<file path="src/rtl/mac.sv">
// -----------------------------------------------------------------------------
// mac -- three-stage pipelined signed multiply-accumulate.
//
//   p = a*b + c, with a latency of three ce-enabled rising edges and
//   one operand set accepted per ce-enabled edge.
//
//   Stage 1 : registers a, b, c (and acc_load when accumulation is built in)
//   Stage 2 : registers the full-precision signed product a*b and delayed c
//   Stage 3 : registers p
//
// Optional feature macro: MAC_ACCUM_EN
//   When defined, stage 3 accumulates p + product + c, saturating to the
//   2*WIDTH signed range. acc_load (delayed alongside the operands) makes
//   stage 3 restart from product + c instead of adding to the old p.
//   When undefined, the acc_load port and all accumulate/saturate logic
//   are absent.
//
// Parameters
//   WIDTH    operand width in bits, 2..32 (default 8)
//
// Ports
//   clk      in   1        rising-edge clock
//   rst_n    in   1        asynchronous active-low reset, clears all stages
//   ce       in   1        clock enable for every pipeline register
//   a        in   WIDTH    signed multiplicand
//   b        in   WIDTH    signed multiplier
//   c        in   WIDTH    signed addend
//   acc_load in   1        accumulator restart (MAC_ACCUM_EN builds only)
//   p        out  2*WIDTH  signed result, straight from the stage-3 register
// -----------------------------------------------------------------------------
module mac #(
   parameter int WIDTH = 8
) (
   input  logic                      clk,
   input  logic                      rst_n,
   input  logic                      ce,
   input  logic signed [WIDTH-1:0]   a,
   input  logic signed [WIDTH-1:0]   b,
   input  logic signed [WIDTH-1:0]   c,
`ifdef MAC_ACCUM_EN
   input  logic                      acc_load,
`endif
   output logic signed [2*WIDTH-1:0] p
);

   localparam int PW = 2 * WIDTH;

   // Stage 1 registers
   logic signed [WIDTH-1:0] a_s1;
   logic signed [WIDTH-1:0] b_s1;
   logic signed [WIDTH-1:0] c_s1;

   // Stage 2 registers
   logic signed [PW-1:0]    prod_s2;
   logic signed [WIDTH-1:0] c_s2;

   // Size casts of signed values sign-extend, so the product is formed at
   // the full 2*WIDTH precision.
   logic signed [PW-1:0] prod_full;
   logic signed [PW-1:0] c_ext;

   assign prod_full = PW'(a_s1) * PW'(b_s1);
   assign c_ext     = PW'(c_s2);

   // Next value of p
   logic signed [PW-1:0] p_next;

`ifdef MAC_ACCUM_EN
   // Two guard bits: the sum of three PW-bit signed terms fits in PW+2 bits.
   localparam int EW = PW + 2;

   logic                 ld_s1;
   logic                 ld_s2;
   logic signed [EW-1:0] acc_base;
   logic signed [EW-1:0] acc_sum;

   always_comb begin
      acc_base = ld_s2 ? '0 : EW'(p);
      acc_sum  = acc_base + EW'(prod_s2) + EW'(c_ext);
      p_next   = acc_sum[PW-1:0];
      // The sum fits in PW bits only when the top three bits agree.
      if (acc_sum[EW-1:PW-1] != {3{acc_sum[EW-1]}}) begin
         if (acc_sum[EW-1]) p_next = {1'b1, {(PW-1){1'b0}}};
         else               p_next = {1'b0, {(PW-1){1'b1}}};
      end
   end

   always_ff @(posedge clk or negedge rst_n) begin
      if (!rst_n) begin
         ld_s1 <= 1'b0;
         ld_s2 <= 1'b0;
      end else if (ce) begin
         ld_s1 <= acc_load;
         ld_s2 <= ld_s1;
      end
   end
`else
   // Operand ranges guarantee a*b + c fits in 2*WIDTH bits.
   assign p_next = prod_s2 + c_ext;
`endif

   always_ff @(posedge clk or negedge rst_n) begin
      if (!rst_n) begin
         a_s1    <= '0;
         b_s1    <= '0;
         c_s1    <= '0;
         prod_s2 <= '0;
         c_s2    <= '0;
         p       <= '0;
      end else if (ce) begin
         a_s1    <= a;
         b_s1    <= b;
         c_s1    <= c;
         prod_s2 <= prod_full;
         c_s2    <= c_s1;
         p       <= p_next;
      end
   end

endmodule

</file>
<file path="config.mk">
export PLATFORM = sky130hd
export DESIGN_NAME = mac
export DESIGN_NICKNAME = d
export VERILOG_FILES = /design/src/rtl/mac.sv
export SDC_FILE = /design/constraint.sdc
export NUM_CORES = 1
export LEC_CHECK = 0
export CORE_MARGIN = 5
export CORE_UTILIZATION = 50
export CTS_CLUSTER_DIAMETER = 120
export CTS_CLUSTER_SIZE = 30
export DETAILED_ROUTE_END_ITERATION = 8
export HOLD_SLACK_MARGIN = 0.08
export PLACE_DENSITY_LB_ADDON = 0.25
export SKIP_LAST_GASP = 1
export SLEW_MARGIN = 0
export SYNTH_ARGS = -nofsm -noshare
export SYNTH_HDL_FRONTEND = slang
export SYNTH_SLANG_ARGS = --single-unit
</file>
<file path="constraint.sdc">
create_clock -name clk -period 5.25 [get_ports clk]
set_clock_uncertainty 0.2 [all_clocks]
set_input_delay 1.05 -clock clk [delete_from_list [all_inputs] [get_ports clk]]
set_output_delay 1.05 -clock clk [all_outputs]
set_load 0.05 [all_outputs]
</file>
==> impl_metrics.py <==
metrics = {
    "drt": {
        "drcViolationCount": 0,
        "first_iter_violations": 149,
        "dr.pass1.iters": 4,
        "routed_wl_mm": 11.42,
        "ant_nets": 0,
        "vias": 4158,
        "vias_per_cell": 5.386,
        "drt-wirelength-per-cell_um": 14.80,
    },
    "clock_network": {
        "clock_latency_ps": 330,
        "clkTransAtPathRegs_ps": 60,
        "clock-root-buffer": "clkbuf_16",
        "cts_buffers": 9,
        "cts_tree": "done",
        "ctsResizeCount": 0,
        "ctsLongestPathBuffers": 2,
        "ctsHoldBuffers": 0,
        "htreeDepth": 3,
        "clock-sinks": 64,
        "post-cts-setup-buffers": 0,
    },
    "run": {
        "maxCapViolCount": 0,
    },
    "timing": {
        "slew_headroom_pct": 41.10,
        "finalSetupViolations": 0,
        "rsz0062_at_grt": "false",
        "max_freq_ghz": 0.2122,
        "finalCritPeriodShare_pct": 89.77,
        "drv_slew": 0,
        "finalCriticalPeriod_ps": 4713,
        "fin_hold_ws_ps": 281.5,
        "hold_viol": 0,
        "tightest_slew_ps": 883.6,
        "fin_tns_setup_ps": 0,
    },
    "power": {
        "leakage_nw": 3.110,
        "power_mw": 4.610,
        "powerDensity_mw_per_mm2": 688.9,
        "vdd_drop_max_mv": 0.5062,
    },
    "finish": {
        "final_cell_mix": "inv_1, dfrtp_1, fa_1, and2_1, ha_1",
        "multi_input_area_mm2": 0.003760,
        "fillers": 1018,
        "diodes": 0,
        "regArea_mm2": 0.001602,
        "nets": 751,
        "fin_cells": 772,
        "layout.cells.most_common": "inv_1",
        "areaGrowthSynthToFinish_pct": 15.35,
        "drive_above_1_share_pct": 10.65,
    },
    "setup_path": {
        "reg2reg_slack_ps": 540,
        "cp-end-kind": "flip-flop",
        "critPathMaxFanout": 9,
        "worstPathRequired_ps": 5310,
        "rr_worst_depth": 15,
        "critical_path_class": "flip-flop to flip-flop",
        "worstPathArrival_ps": 4770,
        "timing.rr.end": "prod_s2[15]$_DFFE_PN0P_",
        "r2r-start": "a_s1[7]$_DFFE_PN0P_",
        "cp-start-kind": "flip-flop",
    },
    "yosys": {
        "ys.flop_type": "dfrtp_1",
        "yosysWarningCount": 0,
        "synthCells": 583,
        "synth-seq-cells": 64,
        "ys_seq_area_share_pct": 27.60,
        "netlist_area_mm2": 0.005802,
        "synth_area_per_cell_um2": 9.952,
        "ys_types": 50,
        "synth_edf_count": 0,
        "syn_nets": 710,
        "async_flop_share_pct": 100.0,
    },
    "floorplanning": {
        "core-area_mm2": 0.01142,
        "die_y_um": 117.7,
        "ioPinCount": 43,
        "die-area_mm2": 0.01386,
        "num_rows": 39,
        "die_w_um": 117.7,
        "initial_core_util_pct": 50.81,
    },
    "global_route": {
        "grtUsageTotal_pct": 16.95,
        "grt_pass1_vias": 4230,
        "grt_pass1_wl_mm": 19.60,
        "grt_max_degree": 75,
        "grt_antenna_before_repair": 0,
        "grt-ovfl-total": 0,
    },
    "outcome": {
        "status": "finished clean",
    },
    "placement": {
        "dp_hpwl_mm": 8.808,
        "place_inst": 756,
        "io_buffers": 42,
        "gp_congestion": 0.8267,
    },
    "min_path": {
        "min_path_type": "flip-flop to flip-flop",
        "hold_path_depth": 1,
        "holdPathEnd": "p[4]$_DFFE_PN0P_",
        "hp-start": "p[4]$_DFFE_PN0P_",
    },
}
cell usage after synthesis (5+ instances only):
cell	number	area (um2)
nand3_1	10	50.05
o21a_1	5	37.54
dfrtp_1	64	1602
xnor2_1	14	122.6
fa_1	56	1121
nor2_1	19	71.32
mux2_2	43	484.2
nand3b_1	6	45.04
o21ai_1	5	25.02
nand2_1	29	108.9
inv_1	101	379.1
ha_1	44	550.5
a211oi_1	6	45.04
a21oi_1	23	115.1
nor2b_1	9	56.30
nor3_1	5	25.02
a21o_1	10	75.07
o211ai_1	8	60.06
a31oi_1	8	50.05
clkbuf_1	8	30.03
and2_1	44	275.3
o21ai_0	11	55.05
worst max-delay path: stages, from the launching register on:
cell      delay (ps)
dfrtp_1          450
and2_1           210
fa_1             570
inv_1            140
fa_1             550
inv_1             50
fa_1             520
inv_1             50
fa_1             520
inv_1             40
ha_1             380
inv_1            120
o211ai_1         220
a31oi_1           90
or3_1            360
a31oi_1          160
routing by layer:
metal / GRT usage (%) / wire [um] / up-vias
li1: - / - / 2030
met3: 4.373 / 454 / 14
met4: 5.233 / 177 / 0
met1: 22.84 / 5471 / 2027
met2: 26.91 / 5319 / 87
met5: 0 / 0 / -
how the worst max path moves through the flow:
| stage | from | end | slack [ps] | cells past startpoint |
|---|---|---|---|---|
| 6_report | a_s1[7]$_DFFE_PN0P_ | prod_s2[15]$_DFFE_PN0P_ | 540 | 15 |
| 5_1_grt | b_s1[3]$_DFFE_PN0P_ | prod_s2[13]$_DFFE_PN0P_ | 330 | 15 |
| 4_1_cts | b_s1[2]$_DFFE_PN0P_ | prod_s2[15]$_DFFE_PN0P_ | 550 | 16 |
| 3_5_place_dp | b_s1[2]$_DFFE_PN0P_ | prod_s2[15]$_DFFE_PN0P_ | 560 | 16 |
| 3_3_place_gp | a_s1[7]$_DFFE_PN0P_ | prod_s2[15]$_DFFE_PN0P_ | 670 | 15 |
| 2_1_floorplan | a_s1[7]$_DFFE_PN0P_ | prod_s2[15]$_DFFE_PN0P_ | 820 | 15 |
logic make-up after synthesis:
| group | after synthesis | share of synthesized area (%) |
|---|---|---|
| compound gates | 102 | 12.03 |
| simple gates | 143 | 13.35 |
| fa+ha+maj | 100 | 28.81 |
| buf+inv | 116 | 7.591 |
| xor+xnor | 15 | 2.264 |
| mux | 43 | 8.346 |
| flops | 64 | 27.60 |
stage by stage:
step	setup WS, ps	instance area, um2	util (%)
finish	537.2	6693	58.61
global route	326.3	6693	58.61
global placement	668.8	6352	55.63
floorplan	818.1	5802	-
detailed placement	562.5	6352	55.63
CTS	549.2	6693	58.61
registers in the layout, indices dropped and copies added (netlist names):
register  flops
c_s1          8
p            16
b_s1          8
a_s1          8
c_s2          8
prod_s2      16
area by class of cell:
| type | count | area share [%] |
|---|---|---|
| inverters | 101 | 5.665 |
| well taps | 143 | 2.673 |
| clock buffers | 12 | 3.982 |
| multi-input cells | 403 | 56.18 |
| repair buffers | 45 | 6.468 |
| clock inverters | 4 | 1.103 |
| flip-flops and latches | 64 | 23.93 |
where the power goes:
part	internal (mW)	switching, mW
combinational	1.35	1.83
clock	0.455	0.221
sequential	0.654	0.107
total	2.46	2.15
Power figures use the tool's default switching activity.
